[src/rtl/hazard_stall_ctrl.sv]
// Hazard controller for the 5-stage MIPS core: load-use stall, taken-branch flush, mul/div freeze.
// Optional performance stall counter is enabled by defining HAZARD_STALL_PERF_EN.
module hazard_stall_ctrl #(
    parameter int MD_LATENCY = 4,
    parameter int CNT_W      = 16
) (
    input  logic             clk,
    input  logic             rst_n,
    input  logic [4:0]       id_rs,
    input  logic [4:0]       id_rt,
    input  logic             id_uses_rt,
    input  logic             ex_mem_read,
    input  logic [4:0]       ex_rt,
    input  logic             ex_md_start,
    input  logic             ex_branch_taken,
    output logic             pc_write,
    output logic             pr1_write,
    output logic             pr1_flush,
    output logic             pr2_bubble,
    output logic             pr2_hold,
    output logic             pr3_bubble,
    output logic             md_busy,
    output logic             md_done
`ifdef HAZARD_STALL_PERF_EN
    ,
    output logic [CNT_W-1:0] stall_cnt
`endif
);

    // A latency of 0 behaves like 1: the freeze always lasts at least one cycle.
    localparam int MD_LAT_EFF = (MD_LATENCY < 1) ? 1 : MD_LATENCY;
    localparam int MD_CW      = (MD_LAT_EFF > 1) ? $clog2(MD_LAT_EFF) : 1;
    localparam logic [MD_CW-1:0] MD_LOAD = MD_CW'(MD_LAT_EFF - 1);

    typedef enum logic [1:0] {
        RUN     = 2'b00,
        MD_WAIT = 2'b01
    } stateT;

    stateT              state;
    stateT              nextState;
    logic [MD_CW-1:0]   mdCnt;
    logic [MD_CW-1:0]   mdCntNext;
    logic               loadUse;

    // Load in ID/EX whose destination feeds the instruction in IF/ID; $zero never conflicts.
    assign loadUse = ex_mem_read && (ex_rt != 5'd0) &&
                     ((ex_rt == id_rs) || (id_uses_rt && (ex_rt == id_rt)));

    // State and mul/div counter registers.
    always_ff @(posedge clk or negedge rst_n) begin
        if (!rst_n) begin
            state <= RUN;
            mdCnt <= {MD_CW{1'b0}};
        end else begin
            state <= nextState;
            mdCnt <= mdCntNext;
        end
    end

    // Next-state and pipeline control; reset overrides every input so control is safe immediately.
    always_comb begin
        nextState  = state;
        mdCntNext  = mdCnt;
        pc_write   = 1'b1;
        pr1_write  = 1'b1;
        pr1_flush  = 1'b0;
        pr2_bubble = 1'b0;
        pr2_hold   = 1'b0;
        pr3_bubble = 1'b0;
        md_busy    = 1'b0;
        md_done    = 1'b0;
        if (!rst_n) begin
            nextState = RUN;
            mdCntNext = {MD_CW{1'b0}};
        end else begin
            case (state)
                RUN: begin
                    if (ex_branch_taken) begin
                        pr1_flush  = 1'b1;
                        pr2_bubble = 1'b1;
                    end else if (ex_md_start) begin
                        nextState = MD_WAIT;
                        mdCntNext = MD_LOAD;
                    end else if (loadUse) begin
                        // The bubble clears ex_mem_read next cycle, so this costs exactly one cycle.
                        pc_write   = 1'b0;
                        pr1_write  = 1'b0;
                        pr2_bubble = 1'b1;
                    end else begin
                        nextState = RUN;
                    end
                end
                MD_WAIT: begin
                    pc_write   = 1'b0;
                    pr1_write  = 1'b0;
                    pr2_hold   = 1'b1;
                    pr3_bubble = 1'b1;
                    md_busy    = 1'b1;
                    if (mdCnt == {MD_CW{1'b0}}) begin
                        md_done   = 1'b1;
                        nextState = RUN;
                    end else begin
                        mdCntNext = mdCnt - MD_CW'(1);
                    end
                end
                default: begin
                    nextState = RUN;
                    mdCntNext = {MD_CW{1'b0}};
                end
            endcase
        end
    end

`ifdef HAZARD_STALL_PERF_EN
    // Saturating count of cycles in which the PC was held.
    always_ff @(posedge clk or negedge rst_n) begin
        if (!rst_n) begin
            stall_cnt <= {CNT_W{1'b0}};
        end else if (!pc_write && (stall_cnt != {CNT_W{1'b1}})) begin
            stall_cnt <= stall_cnt + CNT_W'(1);
        end else begin
            stall_cnt <= stall_cnt;
        end
    end
`endif

endmodule
[config.mk]
export PLATFORM = sky130hd
export DESIGN_NAME = hazard_stall_ctrl
export DESIGN_NICKNAME = d
export VERILOG_FILES = /design/src/rtl/hazard_stall_ctrl.sv
export SDC_FILE = /design/constraint.sdc
export NUM_CORES = 1
export LEC_CHECK = 0
export ABC_AREA = 1
export CORE_AREA = 2 2 39 41
export CTS_BUF_LIST = sky130_fd_sc_hd__clkbuf_4 sky130_fd_sc_hd__clkbuf_8
export DETAILED_ROUTE_END_ITERATION = 6
export DIE_AREA = 0 0 41 43
export PLACE_DENSITY_LB_ADDON = 0.3
export SYNTH_ARGS = -nofsm -noshare
export SYNTH_HDL_FRONTEND = slang
export SYNTH_SLANG_ARGS = --single-unit
[constraint.sdc]
create_clock -name clk -period 2.46 [get_ports clk]
set_clock_uncertainty 0.1 [all_clocks]
set_input_delay 0.369 -clock clk [delete_from_list [all_inputs] [get_ports clk]]
set_output_delay 0.369 -clock clk [all_outputs]
set_load 0.1 [all_outputs]
* After elaboration in Yosys (flattened, before gate mapping)
Cells that the tools add are included.
Storage, ports and cells: memories kept 0, output and inout port bits 8, ROM bits 0, memory bits (writable) 0, bits in registers 4, bits in latches 0
Cells by class: equal/unequal tests 8, bitwise gates (word level) 0, div/mod/pow operators 0, magnitude comparators 0, multipliers 0, reduce and logical (&&, ||, !) cells 9, shift-type cells 0, add/subtract/negate cells 1, mux-type cells 29
Operator list (count):
- $mux 2 | 9
- $mux 1 | 17
- $ne 3x3->1 const B | 4
- $eq 5x5->1 | 2
- $pmux 2 s2 | 2
- $reduce_and 3->1 | 2
- $reduce_bool 5->1 | 1
- $logic_not 2->1 | 2
- $ne 4x4->1 const B | 1
- $logic_and 1x1->1 | 3
- $eq 2x1->1 const B | 1
- $pmux 1 s2 | 1
- $sub 2x1->2 const B | 1
- $logic_or 1x1->1 | 1

* Logic depth before layout (Yosys ltp)
depth in word-level cells 9, gate-level depth with buffers 10, gate-level depth less buffers 9

* Worst setup path after synthesis
OpenSTA, ideal clock, no wires.
path type reg-to-output, start point register state[0], end point output port md_done, required time 1.991 ns, cell stages (with the launch flop) 5, buffers on the path 0, arrival 1.845 ns, path slack 0.146 ns, cells stage by stage dfrtp_1 > nand2_2 > inv_1 > nand2_2 > inv_1
Between the ends: word-level cells in the longest chain between the ends 3
Ends and longest elaborated chain:
- from (decl) | line 40 | stateT state;
- from (signal assigned) | line 56 | state <= nextState;
- $eq 2x1->1 | line 77 | case (state)
- $mux 1 | line 77
- $mux 1 | line 73 | if (!rst_n) begin
- to (decl) | line 23 | output logic md_done
No other way between the ends.

* Final worst setup path
start point input port ex_rt[3], end point output port pr1_write
Between the ends: word-level cells in the longest chain between the ends 9, elaborated cells on any way between the ends 12, classes of those cells eq/ne: 2; mux: 5; reduce/logical: 5
Ends and longest elaborated chain:
- from (decl) | line 13 | input logic [4:0] ex_rt,
- $eq 5x5->1 | line 48 | ((ex_rt == id_rs) || (id_uses_rt && (ex_rt == id_rt)));
- $logic_and 1x1->1 | line 48
- $logic_or 1x1->1 | line 48
- $logic_and 1x1->1 (*) | line 47 | assign loadUse = ex_mem_read && (ex_rt != 5'd0) &&
- $mux 1 (*) | line 85 | end else if (loadUse) begin
- $mux 1 (*) | line 82 | end else if (ex_md_start) begin
- $mux 1 (*) | line 79 | if (ex_branch_taken) begin
- $pmux 1 s2 (*) | line 77
- $mux 1 (*) | line 73
- to (decl) | line 17 | output logic pr1_write,
Mark *: on every way between the ends. The rest lies on a longest branch, timed or not.

==> results_dict.tcl <==
set metrics [dict create \
    outcome "completed" \
    cp_max_fo 3 \
    antenna_violations_before_repair 0 \
    drt-wirelength-per-cell_um 8.35 \
    yosysWarningCount 0 \
    drcViolationCount 0 \
    data_required_time_at_the_worst_endpoint_ns 1.99 \
    critical_path.cell_chain "clkdlybuf4s50_1 -> inv_2 -> nand2_1 -> nand2_1 -> nor2_1 -> nand3_1 -> nand2_1 -> nand3_1 -> nand2_1 -> inv_1 -> buf_12" \
    detailed_place_hpwl_um 981 \
    cts_resized 0 \
    timing.reg2reg.worst_path_depth 6 \
    timing.final.crit_share 0.889 \
    most-common-layout-cells "33 x sky130_fd_sc_hd__nand2_1, 20 x sky130_fd_sc_hd__clkdlybuf4s50_1, 16 x sky130_fd_sc_hd__inv_1" \
    htree_levels 1 \
    peakVddDrop_v 0.000348 \
    design.core.area_um2 1380 \
    drtIter0Drc 3 \
    mostFrequentLayoutCell "sky130_fd_sc_hd__nand2_1" \
    routed-via-count 581 \
    worstPathArrival_ns 1.72 \
    post-cts-setup-buffer-count 0 \
    cap_viol_max_count 0 \
    cts_sinks 3 \
    cts-root-to-sink-buffers 2 \
    grt_pass1_wl_um 1770 \
    worst_skew_pair_latency_ns 0.23 \
    die-height_um 43 \
    holdBufCountCts 0 \
    clock_tree.root_cell "sky130_fd_sc_hd__clkbuf_4" \
    setup-violations-final 0 \
    slew_viol_final 0 \
    tns_ns 0 \
    place_ws_ns 0.269 \
    class_of_the_tightest_hold_or_removal_check "in2async" \
    fmax_mhz 457 \
    critical-path-slowest-cell "sky130_fd_sc_hd__clkdlybuf4s50_1" \
    final_layout_size_suffix_gt1_frac 0.203 \
    static-leakage-power_nw 0.484 \
    routed_wl_um 1120 \
    detailedRoute.firstPassIterationCount 3 \
    pin_count 29 \
    numCtsBuffers 3 \
    yosys_register_bits 3 \
    place_congestion 0.775 \
    power.density_nw_per_um2 460 \
    cts_tree "yes" \
    grt-ovfl-total 0 \
    critical_path.startpoint_type "input port" \
    vias_per_cell 4.34 \
    insertedDiodeCount 0 \
    syn-cell-area_um2 449 \
    critical_path_buf_inv_count 4 \
    final_nets 141 \
    syn_nets 109 \
    worst_reg_to_reg_setup_slack_ns 1.28 \
    vias_in_the_first_global_route 512 \
    die_w_um 41 \
    numPortBuffers 28 \
    finalHoldViolations 0 \
    fin_crit_ns 2.19 \
    cell_type_with_the_largest_total_area_after_synthesis "sky130_fd_sc_hd__nand2_1" \
    unrepaired_setup_endpoints_after_global_routing "no" \
    synth-seq-area-share 0.167 \
    setup_slack_ns 0.274 \
    design_power_total_mw 0.392 \
    worst_path_largest_cell_delay_ns 0.51 \
    tightest_slew_ns 0.176 \
    floorplan.die_area_um2 1760 \
    timing.rr.start "mdCnt[0]$_DFFE_PN0P_" \
    worstSetupEndpointType "output pin" \
    initial_core_util 0.325 \
    postSynthCellCount 87 \
    critPathTopFamily "buffers and inverters" \
    cp_common_cell "sky130_fd_sc_hd__nand2_1" \
    synth_cell_types 19 \
    syn2layout_area_growth_pct 89.7 \
    critical_path_class "in2out" \
    antenna_left 0 \
    r2r-end "mdCnt[1]$_DFFE_PN0P_" \
    post-synth-top-area-fraction 0.276 \
    grt_util_all_layers 0.141 \
    num_rows 14 \
    synth.area.top_cells "sky130_fd_sc_hd__nand2_1 28%, sky130_fd_sc_hd__dfrtp_1 17%, sky130_fd_sc_hd__inv_1 13%" \
    clk_pin_slew_worst_paths_ns 0.04 \
    slew_headroom 0.882 \
    grt_start_max_net_pins 6 \
    post_synth.cell_area_avg_um2 5.16 \
]
how the worst max path moves through the flow:
stage / start / end / slack, ns / cells after the start
finish: ex_rt[3] / pr1_write / 0.27 / 11
global route: ex_rt[4] / pc_write / 0.13 / 11
CTS: ex_rt[3] / pr1_write / 0.27 / 11
detailed placement: ex_rt[3] / pr1_write / 0.27 / 11
global placement: ex_rt[0] / pr1_write / 0.28 / 11
floorplan: state[0]$_DFFE_PN0P_ / md_done / 0.15 / 4
synthesized netlist by cell type, drive strengths merged:
| master | count |
|---|---|
| a21oi | 2 |
| buf | 3 |
| dfrtp | 3 |
| ha | 1 |
| inv | 22 |
| nand2 | 35 |
| nand3 | 4 |
| nand3b | 1 |
| nand4 | 1 |
| nor2 | 9 |
| nor3 | 1 |
| o21ai | 3 |
| o22ai | 1 |
| xnor2 | 1 |
worst reg2reg max path: stages, from the launching register on:
cell and delay (ns):
sky130_fd_sc_hd__dfrtp_1 0.33, sky130_fd_sc_hd__inv_1 0.06, sky130_fd_sc_hd__ha_1 0.22, sky130_fd_sc_hd__nand2_2 0.09, sky130_fd_sc_hd__nand3_2 0.11, sky130_fd_sc_hd__nor2_1 0.11, sky130_fd_sc_hd__a21oi_1 0.05
cell families (layout without fill, tap and decap cells):
| logic type | Yosys count | in the layout | share of synthesized area |
|---|---|---|---|
| flip-flops | 3 | 3 | 0.167 |
| buffers and inverters | 25 | 56 | 0.234 |
| adder cells (fa/ha/maj) | 1 | 1 | 0.0279 |
| AO/OA/AOI/OAI | 6 | 6 | 0.0696 |
| AND/OR/NAND/NOR | 51 | 51 | 0.482 |
| XOR/XNOR | 1 | 1 | 0.0195 |
area by class of cell:
type / instances / area [um^2]
Timing Repair Buffer: 30 / 375
Fill cell: 132 / 532
Tap cell: 16 / 20.0
Clock buffer: 4 / 30.0
Sequential cell: 3 / 75.1
Multi-Input combinational cell: 59 / 269
Inverter: 22 / 82.6
per-layer routing:
metal | part of all wire | vias to the layer above | track usage
li1 | - | 321 | -
met1 | 0.41 | 249 | 0.163
met2 | 0.55 | 11 | 0.253
met3 | 0.042 | 0 | 0
met4 | 0 | 0 | 0.0600
met5 | 0 | - | 0
power by group:
part,switching [mW],total (mW),leakage [nW],internal (mW)
logic,0.138,0.233,0.429,0.0949
clock network,0.0227,0.0943,0.0184,0.0716
registers,0.00555,0.0645,0.0367,0.0590
total,0.166,0.392,0.484,0.225
flip-flops by register name, summed over array words and instances (netlist names):
name and flops:
mdCnt 2, state 1
through the flow:
step | std cells | utilization | area (um^2) | hold slack (ns)
final | 134 | 0.616 | 852 | 0.352
after detailed placement | 130 | 0.594 | 822 | 0.392
after global routing | 134 | 0.616 | 852 | 0.398
after global placement | 130 | 0.594 | 822 | 0.375
after floorplan | 87 | - | 449 | -0.0266
after CTS | 134 | 0.616 | 852 | 0.346
(Power assumes the default switching activity.)
